--- src/rtl/ram_arbiter_if.sv ---
// rtl/ram_arbiter_if.sv - port bundle between both RAM requesters, the arbiter and the RAM pins
interface ram_arbiter_if #(
  parameter int ADDR_W = 15,
  parameter int DATA_W = 16
);
  logic              p0_req;
  logic              p0_we;
  logic [ADDR_W-1:0] p0_addr;
  logic [DATA_W-1:0] p0_wdata;
  logic              p0_lock;
  logic              p0_ack;
  logic [DATA_W-1:0] p0_rdata;

  logic              p1_req;
  logic              p1_we;
  logic [ADDR_W-1:0] p1_addr;
  logic [DATA_W-1:0] p1_wdata;
  logic              p1_lock;
  logic              p1_ack;
  logic [DATA_W-1:0] p1_rdata;

  logic              ram_load;
  logic [ADDR_W-1:0] ram_address;
  logic [DATA_W-1:0] ram_in;
  logic [DATA_W-1:0] ram_out;

  modport slave (
    input  p0_req, p0_we, p0_addr, p0_wdata, p0_lock,
    input  p1_req, p1_we, p1_addr, p1_wdata, p1_lock,
    input  ram_out,
    output p0_ack, p0_rdata, p1_ack, p1_rdata,
    output ram_load, ram_address, ram_in
  );

  modport master (
    output p0_req, p0_we, p0_addr, p0_wdata, p0_lock,
    output p1_req, p1_we, p1_addr, p1_wdata, p1_lock,
    output ram_out,
    input  p0_ack, p0_rdata, p1_ack, p1_rdata,
    input  ram_load, ram_address, ram_in
  );
endinterface

--- src/rtl/ram_arbiter.sv ---
// rtl/ram_arbiter.sv - round-robin two-port arbiter for a single-port RAM with per-port lock
module ram_arbiter #(
  parameter int ADDR_W = 15,
  parameter int DATA_W = 16
) (
  input  logic          clk,
  input  logic          reset,
  ram_arbiter_if.slave  bus
);

  typedef enum logic [1:0] {
    OWN_NONE = 2'd0,
    OWN_P0   = 2'd1,
    OWN_P1   = 2'd2
  } owner_e;

  owner_e            owner_q, owner_d;
  logic              last_q, last_d;     // 0 = port 0 granted last, 1 = port 1
  logic              ack0_q, ack0_d;
  logic              ack1_q, ack1_d;
  logic [DATA_W-1:0] rdata0_q, rdata0_d;
  logic [DATA_W-1:0] rdata1_q, rdata1_d;

  logic elig0, elig1;
  logic gnt0, gnt1;

  // A port is never eligible in its own ack cycle; a lock holder masks the other port.
  always_comb begin
    elig0 = bus.p0_req & ~ack0_q & (owner_q != OWN_P1) & ~reset;
    elig1 = bus.p1_req & ~ack1_q & (owner_q != OWN_P0) & ~reset;
    gnt0  = elig0 & (~elig1 | last_q);
    gnt1  = elig1 & (~elig0 | ~last_q);
  end

  always_comb begin
    bus.ram_load    = 1'b0;
    bus.ram_address = '0;
    bus.ram_in      = '0;
    if (gnt0) begin
      bus.ram_load    = bus.p0_we;
      bus.ram_address = bus.p0_addr;
      bus.ram_in      = bus.p0_wdata;
    end else if (gnt1) begin
      bus.ram_load    = bus.p1_we;
      bus.ram_address = bus.p1_addr;
      bus.ram_in      = bus.p1_wdata;
    end
  end

  always_comb begin
    owner_d  = owner_q;
    last_d   = last_q;
    ack0_d   = gnt0;
    ack1_d   = gnt1;
    rdata0_d = rdata0_q;
    rdata1_d = rdata1_q;
    if (gnt0) begin
      last_d  = 1'b0;
      owner_d = bus.p0_lock ? OWN_P0 : OWN_NONE;
      if (!bus.p0_we) rdata0_d = bus.ram_out;
    end else if (gnt1) begin
      last_d  = 1'b1;
      owner_d = bus.p1_lock ? OWN_P1 : OWN_NONE;
      if (!bus.p1_we) rdata1_d = bus.ram_out;
    end else if (owner_q == OWN_P0 && !bus.p0_req && !ack0_q) begin
      owner_d = OWN_NONE;
    end else if (owner_q == OWN_P1 && !bus.p1_req && !ack1_q) begin
      owner_d = OWN_NONE;
    end
  end

  always_ff @(posedge clk) begin
    if (reset) begin
      owner_q  <= OWN_NONE;
      last_q   <= 1'b1;
      ack0_q   <= 1'b0;
      ack1_q   <= 1'b0;
      rdata0_q <= '0;
      rdata1_q <= '0;
    end else begin
      owner_q  <= owner_d;
      last_q   <= last_d;
      ack0_q   <= ack0_d;
      ack1_q   <= ack1_d;
      rdata0_q <= rdata0_d;
      rdata1_q <= rdata1_d;
    end
  end

  assign bus.p0_ack   = ack0_q;
  assign bus.p1_ack   = ack1_q;
  assign bus.p0_rdata = rdata0_q;
  assign bus.p1_rdata = rdata1_q;

endmodule

--- src/flat_wrapper.sv ---
// flat-port wrapper written by rule: the top's interface ports become plain ports
module ram_arbiter_flat 
#(
  parameter int ADDR_W = 15,
  parameter int DATA_W = 16
)
  (clk, reset, bus_p0_req, bus_p0_we, bus_p0_addr, bus_p0_wdata, bus_p0_lock, bus_p1_req, bus_p1_we, bus_p1_addr, bus_p1_wdata, bus_p1_lock, bus_ram_out, bus_p0_ack, bus_p0_rdata, bus_p1_ack, bus_p1_rdata, bus_ram_load, bus_ram_address, bus_ram_in);
  ram_arbiter_if #(.ADDR_W(ADDR_W), .DATA_W(DATA_W)) bus_i ();
  input  logic clk;
  input  logic reset;
  input wire logic [$bits(bus_i.p0_req)-1:0] bus_p0_req;
  input wire logic [$bits(bus_i.p0_we)-1:0] bus_p0_we;
  input wire logic [$bits(bus_i.p0_addr)-1:0] bus_p0_addr;
  input wire logic [$bits(bus_i.p0_wdata)-1:0] bus_p0_wdata;
  input wire logic [$bits(bus_i.p0_lock)-1:0] bus_p0_lock;
  input wire logic [$bits(bus_i.p1_req)-1:0] bus_p1_req;
  input wire logic [$bits(bus_i.p1_we)-1:0] bus_p1_we;
  input wire logic [$bits(bus_i.p1_addr)-1:0] bus_p1_addr;
  input wire logic [$bits(bus_i.p1_wdata)-1:0] bus_p1_wdata;
  input wire logic [$bits(bus_i.p1_lock)-1:0] bus_p1_lock;
  input wire logic [$bits(bus_i.ram_out)-1:0] bus_ram_out;
  output wire logic [$bits(bus_i.p0_ack)-1:0] bus_p0_ack;
  output wire logic [$bits(bus_i.p0_rdata)-1:0] bus_p0_rdata;
  output wire logic [$bits(bus_i.p1_ack)-1:0] bus_p1_ack;
  output wire logic [$bits(bus_i.p1_rdata)-1:0] bus_p1_rdata;
  output wire logic [$bits(bus_i.ram_load)-1:0] bus_ram_load;
  output wire logic [$bits(bus_i.ram_address)-1:0] bus_ram_address;
  output wire logic [$bits(bus_i.ram_in)-1:0] bus_ram_in;
  assign bus_i.p0_req = bus_p0_req;
  assign bus_i.p0_we = bus_p0_we;
  assign bus_i.p0_addr = bus_p0_addr;
  assign bus_i.p0_wdata = bus_p0_wdata;
  assign bus_i.p0_lock = bus_p0_lock;
  assign bus_i.p1_req = bus_p1_req;
  assign bus_i.p1_we = bus_p1_we;
  assign bus_i.p1_addr = bus_p1_addr;
  assign bus_i.p1_wdata = bus_p1_wdata;
  assign bus_i.p1_lock = bus_p1_lock;
  assign bus_i.ram_out = bus_ram_out;
  assign bus_p0_ack = bus_i.p0_ack;
  assign bus_p0_rdata = bus_i.p0_rdata;
  assign bus_p1_ack = bus_i.p1_ack;
  assign bus_p1_rdata = bus_i.p1_rdata;
  assign bus_ram_load = bus_i.ram_load;
  assign bus_ram_address = bus_i.ram_address;
  assign bus_ram_in = bus_i.ram_in;
  ram_arbiter #(.ADDR_W(ADDR_W), .DATA_W(DATA_W)) u_core (.clk(clk), .reset(reset), .bus(bus_i));
endmodule
--- config.mk ---
export PLATFORM = sky130hd
export DESIGN_NAME = ram_arbiter_flat
export DESIGN_NICKNAME = d
export VERILOG_FILES = /design/src/rtl/ram_arbiter_if.sv /design/src/rtl/ram_arbiter.sv /design/src/flat_wrapper.sv
export SDC_FILE = /design/constraint.sdc
export NUM_CORES = 1
export LEC_CHECK = 0
export CAP_MARGIN = 0
export CELL_PAD_IN_SITES_DETAIL_PLACEMENT = 1
export CELL_PAD_IN_SITES_GLOBAL_PLACEMENT = 1
export CORE_AREA = 2 2 93 95
export DETAILED_ROUTE_END_ITERATION = 8
export DIE_AREA = 0 0 95 97
export PLACE_DENSITY_LB_ADDON = 0.3
export SETUP_SLACK_MARGIN = 0.05
export SLEW_MARGIN = 10
export SYNTH_ARGS = -nofsm -noshare
export SYNTH_HDL_FRONTEND = slang
export SYNTH_SLANG_ARGS = --single-unit
--- constraint.sdc ---
create_clock -name clk -period 3.1 [get_ports clk]
set_clock_uncertainty 0.15 [all_clocks]
set_input_delay 0.465 -clock clk [delete_from_list [all_inputs] [get_ports clk]]
set_output_delay 0.465 -clock clk [all_outputs]
set_load 0.02 [all_outputs]
## After elaboration in Yosys (flattened, before gate mapping)

Cells that the tools add are included.

| operators by class | value |
|---|---|
| reduce and logical (&&, ||, !) cells | 12 |
| mux-type cells | 14 |
| bitwise gates (word level) | 19 |
| equal/unequal tests | 4 |

Operators by type and width:

| cell | number |
|---|---|
| $mux 16 | 2 |
| $mux 15 | 2 |
| $mux 2 | 5 |
| $not 1->1 | 9 |
| $and 1x1->1 | 8 |
| $mux 1 | 5 |
| $logic_and 1x1->1 | 4 |
| $logic_not 1->1 | 4 |
| $reduce_bool 4->1 | 1 |
| $reduce_and 3->1 | 1 |
| $eq 2x1->1 const B | 1 |
| $eq 2x2->1 const B | 1 |
| $ne 2x1->1 const B | 1 |
| $ne 2x2->1 const B | 1 |
| $or 1x1->1 | 2 |
| $reduce_and 2->1 | 1 |
| $reduce_bool 2->1 | 1 |

| storage, ports and cells | value |
|---|---|
| bits in registers | 37 |
| word-level logic and storage cells | 55 |

## Depth between registers and ports, before layout

| depth | value |
|---|---|
| depth in word-level cells | 9 |
| depth in mapped cells | 6 |
| gate-level depth less buffers | 4 |

## Worst setup path before layout

No wires, ideal clock.

| timing path | value |
|---|---|
| path kind | reg-to-output |
| start point | register u_core.ack0_q, in the netlist u_core.bus.p0_ack |
| end point | output bus_ram_address[10] |
| required time | 2485 ps |
| slack | 780 ps |
| path buffers | 1 |
| arrival | 1705 ps |
| cell stages (with the launch flop) | 6 |
| cells stage by stage | dfxtp_1 > and2b_1 > a311oi_4 > buf_2 > a22oi_1 > nor2_1 |

| on the way | value |
|---|---|
| cells in the longest elaborated chain, start to end | 9 |
| elaborated cells between the ends (all ways) | 10 |
| those cells by class | mux: 2; bitwise: 8 |

RTL lines:

| item | RTL line | text |
|---|---|---|
| start, declared | ram_arbiter.sv:19 | `logic ack0_q, ack0_d;` |
| start signal, assigned | ram_arbiter.sv:83 | `ack0_q <= ack0_d;` |
| $not 1->1 * | ram_arbiter.sv:29 | `elig0 = bus.p0_req & ~ack0_q & (owner_q != OWN_P1) & ~reset;` |
| $and 1x1->1 * (3 in a row) | ram_arbiter.sv:29 |  |
| $not 1->1 | ram_arbiter.sv:32 | `gnt1 = elig1 & (~elig0 \| ~last_q);` |
| $or 1x1->1 | ram_arbiter.sv:32 |  |
| $and 1x1->1 | ram_arbiter.sv:32 |  |
| $mux 15 | ram_arbiter.sv:43 | `end else if (gnt1) begin` |
| $mux 15 * | ram_arbiter.sv:39 | `if (gnt0) begin` |
| end, declared | flat_wrapper.sv:27 | `output wire logic [$bits(bus_i.ram_address)-1:0] bus_ram_address;` |

Every way passes the cells marked *; elsewhere a longest branch is shown, timed or not.

## Worst setup path after layout

| timing path | value |
|---|---|
| start point | input bus_p1_req |
| end point | output bus_ram_address[13] |

| on the way | value |
|---|---|
| cells in the longest elaborated chain, start to end | 7 |
| elaborated cells between the ends (all ways) | 9 |
| those cells by class | mux: 2; bitwise: 7 |

RTL lines:

| item | RTL line | text |
|---|---|---|
| start, declared | flat_wrapper.sv:16 | `input wire logic [$bits(bus_i.p1_req)-1:0] bus_p1_req;` |
| $and 1x1->1 * (3 in a row) | ram_arbiter.sv:30 | `elig1 = bus.p1_req & ~ack1_q & (owner_q != OWN_P0) & ~reset;` |
| $not 1->1 | ram_arbiter.sv:31 | `gnt0 = elig0 & (~elig1 \| last_q);` |
| $or 1x1->1 | ram_arbiter.sv:31 |  |
| $and 1x1->1 | ram_arbiter.sv:31 |  |
| $mux 15 * | ram_arbiter.sv:39 |  |

Marks and branches as above.

==> summary.txt <==
Synth unique cells -> 24
Final cell count without fillers -> 475
Outcome -> complete, no violations
Worst slew pin tran -> 0.693 ns
Inst Count DP -> 469
Slew Limit Fails -> 0
Global-route wire length before repair -> 11.6 mm
Via density -> 4.61
CTS root buffer -> clkbuf_8
Die ar. -> 9220 um^2
Clock Latency Late Sink -> 0.28 ns
Max-cap viol count -> 0
Filler Cells Inserted -> 963
Hold crit path type -> reg2reg
GPL Wtd Cong -> 0.762
Clk sinks -> 37
CP max FO -> 32
Most common cell after layout, fill and taps aside -> clkdlybuf4s50_1
Max VDD drop -> 126 uV
TritonCTS Buffers -> 5
Syn Inst Count -> 223
Vias in the first global route -> 2373
Req. time, crit path -> 2.48 ns
Place WS -> -0.0695 ns
DR WL/cell -> 15.5 um
Seq/Total Area, Yosys -> 0.374
Met3 Track Usage GR -> 0.0561
Placed inst area -> 3620 um^2
Vias -> 2190
Post-CTS Setup Repair Bufs -> 0
N_diodes -> 0
Routed WL -> 7.35 mm
Hold Buf Count CTS -> 0
Post-DP HPWL -> 5.83 mm
Final worst path period share -> 0.929
Fraction of layout cells with a size suffix above 1 -> 0.0459
Synth top area share -> 0.374
Initial Util -> 0.244
Detail Route Antenna Nets -> 0
Maximum buffer depth of the clock tree -> 2
GR peak layer -> met2
Mapped Avg Cell Area -> 8.89 um^2
Nets -> 457
Critical Path End Type -> output pin
Die height -> 97 um
Max frequency -> 347 MHz
Most frequent cells in the layout -> clkdlybuf4s50_1, nand2b_1, dfxtp_1
Total power -> 1.28 mW
Critical path startpoint category -> input pin
DR DRC count -> 0
Synth-to-Final Area Change -> 84.4%
Final worst path period need -> 2.88 ns
Number of cell rows -> 33
Initial DRC count -> 53
Data arrival, critical path -> 2.26 ns
Final setup TNS -> 0 ns
Total Routing Usage GR -> 0.160
Register bit total from synthesis -> 37
PnR worst setup slack -> 0.220 ns
Core box area -> 8130 um^2
Pin count of the biggest net entering global routing -> 43
Top-level port count -> 152
Slew margin rel. -> 0.538
First-pass iteration count of the detailed router -> 4
Kind of critical path -> in2out
Final hold violation count -> 0
Post-synth design cell area -> 1980 um^2
GR Layer Usage met1 -> 0.177
Top cells by area, synth -> dfxtp_1, mux2i_1, nand2b_1
H-tree levels -> 2
LEAKAGE -> 1.55 nW
P per Cell Area -> 351 nW/um^2
CTS tree -> done
GRT overflow -> 0
Syn Nets -> 309
Design area -> 3650 um^2
Chip Width -> 95 um
Unrepaired setup endpoints after global routing -> false
Synth area leader -> dfxtp_1
Clock Pin Slew Worst Setup and Hold Paths -> 0.07 ns
Number of port buffers -> 151
Initial antenna violation count -> 0
GR met2 Demand/Resource -> 0.292
Final setup viols -> 0
Yosys warnings -> 0
[synth_stat cells]
| library cell | number |
|---|---|
| nand2b_1 | 51 |
| dfxtp_1 | 37 |
| nor2_1 | 33 |
| a22oi_1 | 32 |
| mux2i_1 | 32 |
| clkbuf_1 | 12 |
| buf_2 | 4 |
| nor2b_1 | 3 |
| and2b_1 | 2 |
| inv_1 | 2 |
| nor3_1 | 2 |
| a211o_1 | 1 |
| a21o_1 | 1 |
| a311oi_4 | 1 |
| a32oi_1 | 1 |
| buf_4 | 1 |
| buf_6 | 1 |
| nand2_1 | 1 |
| nor3_2 | 1 |
| nor3b_1 | 1 |
| o21ai_0 | 1 |
| o221ai_1 | 1 |
| o311a_1 | 1 |
| or3_1 | 1 |
[repair_timing]
action	4_1_cts	5_1_grt
endpoints found under the setup margin	32	0
endpoints found under the hold margin	0	0
gates resized for setup	32	0
[metrics by stage]
step	hold WS, ns	utilization
floorplan	0.360	-
global placement	0.309	0.445
detailed placement	0.319	0.445
CTS	0.331	0.449
global route	0.346	0.449
finish	0.326	0.449
[routing by layer]
layer,share of wire,vias to the layer above
li1,-,1069
met1,0.40,1029
met2,0.51,82
met3,0.079,10
met4,0.010,0
met5,0,-
[critical path, cell delays in order]
cell,delay [ns]
clkdlybuf4s50_1,0.48
nand2b_1,0.12
o311a_1,0.39
buf_12,0.18
a22oi_1,0.16
nor2_1,0.07
dlygate4sd2_1,0.37
[power by group]
part	internal, mW	leakage, nW	total, mW	switching [mW]
logic	0.246	1.21	0.460	0.214
registers	0.502	0.302	0.518	0.0163
clock network	0.148	0.0399	0.304	0.156
total	0.896	1.55	1.28	0.386
[final timing paths]
path                                        start                                    to  slack [ns]  cells past startpoint
min reg2reg  u_core.bus.p0_rdata[13]$_SDFFE_PP0P_  u_core.bus.p0_rdata[13]$_SDFFE_PP0P_        0.33                      2
max reg2reg          u_core.bus.p1_ack$_SDFF_PP0_   u_core.bus.p0_rdata[6]$_SDFFE_PP0P_        1.20                      6
min          u_core.bus.p0_rdata[13]$_SDFFE_PP0P_  u_core.bus.p0_rdata[13]$_SDFFE_PP0P_        0.33                      2
max                                    bus_p1_req                   bus_ram_address[13]        0.22                      7
[logic make-up (layout without fill, tap and decap cells)]
group,Yosys count,after routing,synth area share
compound gates,39,39,0.159
buf+inv,20,167,0.0461
flops,37,37,0.374
mux,32,32,0.162
simple gates,95,95,0.259
[sequential cells by signal (all words and copies together), names as in the netlist]
| register | count |
|---|---|
| u_core.bus.p0_rdata | 16 |
| u_core.bus.p0_ack | 1 |
| u_core.bus.p1_ack | 1 |
| u_core.last_q | 1 |
| u_core.owner_q | 2 |
| u_core.bus.p1_rdata | 16 |
[layout make-up]
class | instances | area (um^2) | area share
inverters | 2 | 7.51 | 0.00205
clock buffers | 5 | 68.8 | 0.0188
repair buffers | 159 | 1550 | 0.425
flip-flops and latches | 37 | 741 | 0.203
clock inverters | 1 | 5.00 | 0.00137
well taps | 105 | 131 | 0.0359
multi-input cells | 166 | 1150 | 0.315
Power figures use the tool's default switching activity.
